File: src/rtl/controle_ula_pkg.sv
// Shared definitions for the ALU request sequencer: state encoding, default
// parameters and the opcode constants also used by the result-mux tree.
package controle_ula_pkg;

  localparam int DEF_WIDTH   = 4;
  localparam int DEF_OP_BITS = 3;
  localparam int DEF_NUM_OPS = 8;
  localparam int DEF_SETTLE  = 1;

  // Encoding 2'd3 is unreachable; the next-state logic steers it back to OCIOSO.
  typedef enum logic [1:0] {
    OCIOSO  = 2'd0,
    ESPERA  = 2'd1,
    ENTREGA = 2'd2
  } estado_t;

  localparam logic [2:0] OP_AND  = 3'd0;
  localparam logic [2:0] OP_OR   = 3'd1;
  localparam logic [2:0] OP_ADD  = 3'd2;
  localparam logic [2:0] OP_SUB  = 3'd3;
  localparam logic [2:0] OP_XOR  = 3'd4;
  localparam logic [2:0] OP_SLT  = 3'd5;
  localparam logic [2:0] OP_NOR  = 3'd6;
  localparam logic [2:0] OP_PASS = 3'd7;

endpackage

File: src/rtl/controle_ula_contador.sv
// contador_espera: 4-bit loadable down-counter that stops at zero and
// flags when it has reached zero.
module contador_espera (
  input  logic       clk,
  input  logic       rst,
  input  logic       load,
  input  logic [3:0] load_val,
  input  logic       dec,
  output logic       zero
);

  logic [3:0] count;

  always_ff @(posedge clk) begin
    if (rst) begin
      count <= '0;
    end else if (load) begin
      count <= load_val;
    end else if (dec && (count != '0)) begin
      count <= count - 4'd1;
    end
  end

  assign zero = (count == '0);

endmodule

File: src/rtl/controle_ula.sv
// controle_ula: accepts one ALU request, holds operands/select stable for
// SETTLE cycles, captures the mux-tree result and hands it downstream.
module controle_ula
  import controle_ula_pkg::*;
#(
  parameter int WIDTH   = DEF_WIDTH,
  parameter int OP_BITS = DEF_OP_BITS,
  parameter int NUM_OPS = DEF_NUM_OPS,
  parameter int SETTLE  = DEF_SETTLE
) (
  input  logic               clk,
  input  logic               rst,
  input  logic               in_valid,
  output logic               in_ready,
  input  logic [OP_BITS-1:0] in_op,
  input  logic [WIDTH-1:0]   in_a,
  input  logic [WIDTH-1:0]   in_b,
  output logic [WIDTH-1:0]   op_a,
  output logic [WIDTH-1:0]   op_b,
  output logic [OP_BITS-1:0] mux_sel,
  input  logic [WIDTH-1:0]   mux_y,
  output logic               out_valid,
  input  logic               out_ready,
  output logic [WIDTH-1:0]   out_result,
  output logic               out_erro,
  output logic               busy
);

  localparam logic [3:0] SETTLE_LOAD = 4'(SETTLE - 1);

  estado_t state, state_next;
  logic    accept, illegal, capture, cnt_zero, cnt_dec;

  assign in_ready  = (state == OCIOSO) && !rst;
  assign out_valid = (state == ENTREGA);
  assign busy      = (state != OCIOSO);

  assign accept  = in_ready && in_valid;
  assign illegal = (32'(in_op) >= 32'(NUM_OPS));
  assign capture = (state == ESPERA) && cnt_zero;
  assign cnt_dec = (state == ESPERA) && !cnt_zero;

  contador_espera u_contador (
    .clk      (clk),
    .rst      (rst),
    .load     (accept),
    .load_val (SETTLE_LOAD),
    .dec      (cnt_dec),
    .zero     (cnt_zero)
  );

  always_comb begin
    state_next = state;
    case (state)
      OCIOSO:  if (in_valid) state_next = illegal ? ENTREGA : ESPERA;
      ESPERA:  if (cnt_zero) state_next = ENTREGA;
      ENTREGA: if (out_ready) state_next = OCIOSO;
      default: state_next = OCIOSO;
    endcase
  end

  // op_a/op_b/mux_sel only load on accept, so they hold through ESPERA and
  // ENTREGA and keep their last values while idle.
  always_ff @(posedge clk) begin
    if (rst) begin
      state      <= OCIOSO;
      op_a       <= '0;
      op_b       <= '0;
      mux_sel    <= '0;
      out_result <= '0;
      out_erro   <= 1'b0;
    end else begin
      state <= state_next;
      if (accept) begin
        op_a     <= in_a;
        op_b     <= in_b;
        mux_sel  <= in_op;
        out_erro <= illegal;
        if (illegal) out_result <= '0;
      end else if (capture) begin
        out_result <= mux_y;
      end
    end
  end

endmodule

File: config.mk
export PLATFORM = sky130hd
export DESIGN_NAME = controle_ula
export DESIGN_NICKNAME = d
export VERILOG_FILES = /design/src/rtl/controle_ula_pkg.sv /design/src/rtl/controle_ula_contador.sv /design/src/rtl/controle_ula.sv
export SDC_FILE = /design/constraint.sdc
export NUM_CORES = 1
export LEC_CHECK = 0
export BUFFER_PORTS_ARGS = -buffer_cell sky130_fd_sc_hd__clkbuf_2
export CORE_AREA = 5 5 53 55
export CTS_BUF_LIST = sky130_fd_sc_hd__clkbuf_16
export CTS_CLUSTER_SIZE = 12
export DETAILED_ROUTE_END_ITERATION = 6
export DIE_AREA = 0 0 58 60
export GPL_TIMING_DRIVEN = 0
export PLACE_DENSITY = 0.72
export SLEW_MARGIN = 40
export SYNTH_ARGS = -nofsm -noshare
export SYNTH_HDL_FRONTEND = slang
export SYNTH_SLANG_ARGS = --single-unit
File: constraint.sdc
create_clock -name clk -period 1.5 [get_ports clk]
set_clock_uncertainty 0.05 [all_clocks]
set_input_delay 0.3 -clock clk [delete_from_list [all_inputs] [get_ports clk]]
set_output_delay 0.3 -clock clk [all_outputs]
set_load 0.01 [all_outputs]
==> reports/results.ini <==
[status]
status=finished clean

[critical_path]
crit_type=reg2reg
cp.arrival_ns=1.55
critPathMaxFanout=3
worstPathRequired_ns=1.62
critical_path.endpoint_type=register
critPathLaunchType=register

[route]
drcViolationCount=0
drt-vias-per-instance=4.59
drt-wirelength-per-cell_um=12.1
dr.first_iter.drc_count=6
totalWireLength_mm=1.86
dr.pass1.iters=3
drtAntennaViolNets=0
vias=707

[layout]
antennaDiodeCount=0
area_delta_synth_final_pct=39.3
seq_area_um2=420
drive_above_1_share=0.444
final_net_count=145
multi_input_area_um2=409
stdcell_area_mm2=0.00119
nFillCells=231
fin_util=0.507

[power_and_ir_drop]
power.density_mw_per_mm2=1110
pwr-share-seq=0.461
finalPower_mw=1.32
switchingPower_mw=0.284
vdd_drop_max_v=0.000657
intPower_mw=1.04
swShare=0.215
leakage_nw=0.546
pwr-share-comb=0.131
pwr-share-clk=0.408

[place]
place_ws_ns=0.0614
place_area_mm2=0.00107
gp_congestion=0.734
dp_hpwl_mm=1.44
numPortBuffers=36

[synthesis]
syn_area_um2=853
yosysUniqueCellTypes=30
synth_most_common_cell=dfxtp_1
synth-seq-area-share=0.493
netlist_top_cells_count=21 x dfxtp_1, 11 x a22o_1, 8 x nand2b_1
synth_top_area_frac=0.493
yosysTopAreaCell=dfxtp_1
synth_flop_cell=dfxtp_1
syn_inst=81
synthTopCellsByArea=dfxtp_1 49%, a22o_1 11%, nand2b_1 5.9%, mux2i_1 4.7%, a21oi_1 2.3%
yosysWarningCount=0
async_flop_share=0
ys_seq_elements=21
avgSynthCellArea_um2=10.5
syn_nets=101
synth-edff-count=0

[global_routing]
grt_usage=0.116
grt_pass1_vias=728
antenna_found_initial=0
overflow=0
grt_pass1_wl_mm=3.10
grt_max_degree=12

[floorplan]
start_util=0.364
die_h_um=60
num_rows=18
core_mm2=0.00234
fp.dieArea_mm2=0.00348
num_io_pins=38
die_w_um=58

[job]
drv_cap=0

[timing]
hold_viol_final=0
fin_crit_ns=1.42
setup_violations=0
fmaxAchievable_ghz=0.703
fin_hold_ws_ns=0.216
post-route-period-util=0.949
slew_violations=0
fin_ws_ns=0.0769

[hold_path]
hold_path_class=in2reg

[cts]
htree_num_levels=1
clk_pin_slew_ns=0.05
clock_latency_ns=0.25
cts-root-buf=clkbuf_16
cts_sinks=21
cts_tree=built
cts-buffers-inserted=3
hold_buffers=0
clockBufferDepth=2

## sequential cells by signal (all words and copies together), names as in the netlist
| name | flops |
|---|---|
| mux_sel | 3 |
| op_a | 4 |
| op_b | 4 |
| out_result | 4 |
| u_contador.count | 4 |
| state | 2 |
## cell families (layout without fill, tap and decap cells)
group / after synthesis / count (layout) / share of synthesized area
AO/OA/AOI/OAI: 20 / 20 / 0.188
buffers and inverters: 7 / 50 / 0.0425
flip-flops: 21 / 21 / 0.493
adder cells (fa/ha/maj): 1 / 1 / 0.0147
other: 1 / 1 / 0.00439
multiplexers: 4 / 4 / 0.0469
AND/OR/NAND/NOR: 27 / 27 / 0.211
## per-layer routing
| layer | routed length [um] | GRT usage | up-vias | share of wire |
|---|---|---|---|---|
| met4 | 14 | 0.0596 | 0 | 0.0075 |
| met1 | 804 | 0.123 | 317 | 0.43 |
| met2 | 972 | 0.216 | 20 | 0.52 |
| met3 | 70 | 0.0216 | 2 | 0.038 |
| li1 | - | - | 368 | - |
| met5 | 0 | 0 | - | 0 |
## area by class of cell
| type | count | share of cell area |
|---|---|---|
| clock inverter | 1 | 0.00316 |
| timing repair buffer | 39 | 0.174 |
| tap | 30 | 0.0316 |
| multi-input combinational | 53 | 0.344 |
| clock buffer | 3 | 0.0632 |
| sequential | 21 | 0.354 |
| inverter | 2 | 0.00632 |
| buffer | 5 | 0.0242 |
## through the flow
stage	TNS (ns)	cells
global placement	0	147
floorplan	0	81
CTS	0	151
detailed placement	0	147
global route	-0.0595	154
finish	0	154
## power groups by stage
stage / clock (mW) / sequential (mW) / combinational [mW]
2_1_floorplan: 0 / 0.631 / 0.0803
3_3_place_gp: 0 / 0.619 / 0.161
3_5_place_dp: 0 / 0.620 / 0.165
4_1_cts: 0.560 / 0.609 / 0.165
5_1_grt: 0.595 / 0.612 / 0.191
6_report: 0.539 / 0.608 / 0.173
## cell usage in the layout (no fill, tap or decap)
cell / synthesis / layout
dfxtp_1: 21 / 21
nor3_1: 1 / 1
nor3b_1: 1 / 1
conb_1: 1 / 1
clkbuf_2: 0 / 36
nor3_4: 1 / 1
o21ba_2: 1 / 1
nor2b_1: 2 / 2
nor3_2: 1 / 1
buf_2: 2 / 2
a21bo_2: 1 / 1
mux2i_1: 4 / 4
a21oi_1: 4 / 4
or3b_1: 1 / 1
ha_4: 0 / 1
nor2_1: 2 / 2
a311oi_1: 1 / 1
a22o_1: 11 / 11
nand3b_1: 1 / 1
nand2_1: 2 / 2
or2_2: 2 / 2
clkbuf_1: 1 / 1
and2b_1: 1 / 1
buf_4: 2 / 4
clkbuf_16: 0 / 3
or3b_4: 1 / 1
a21o_1: 1 / 1
inv_1: 2 / 2
and2_1: 1 / 1
nand3_1: 2 / 2
nand2b_1: 8 / 8
o21bai_1: 1 / 1
inv_2: 0 / 1
buf_6: 0 / 1
## what timing repair did
item,CTS,global route
buffers inserted,0,3
hold endpoints to repair,0,0
setup endpoints to repair,0,8
resized for setup,0,4
## worst max-delay path, stage by stage (launching register included)
cell      delay, ns
dfxtp_1        0.32
inv_1          0.10
ha_4           0.15
nand3b_1       0.15
nor3_4         0.25
buf_4          0.15
mux2i_1        0.18
## worst paths after layout
| path | start | endpoint | slack, ns | depth (start not counted) |
|---|---|---|---|---|
| min reg2reg | op_a[1] | op_a[1] | 0.42 | 1 |
| max reg2reg | u_contador.count[1] | out_result[3] | 0.08 | 6 |
| min | in_a[1] | op_a[1] | 0.22 | 2 |
| max | u_contador.count[1] | out_result[3] | 0.08 | 6 |
Note: power is estimated with default switching activity, not from simulation.
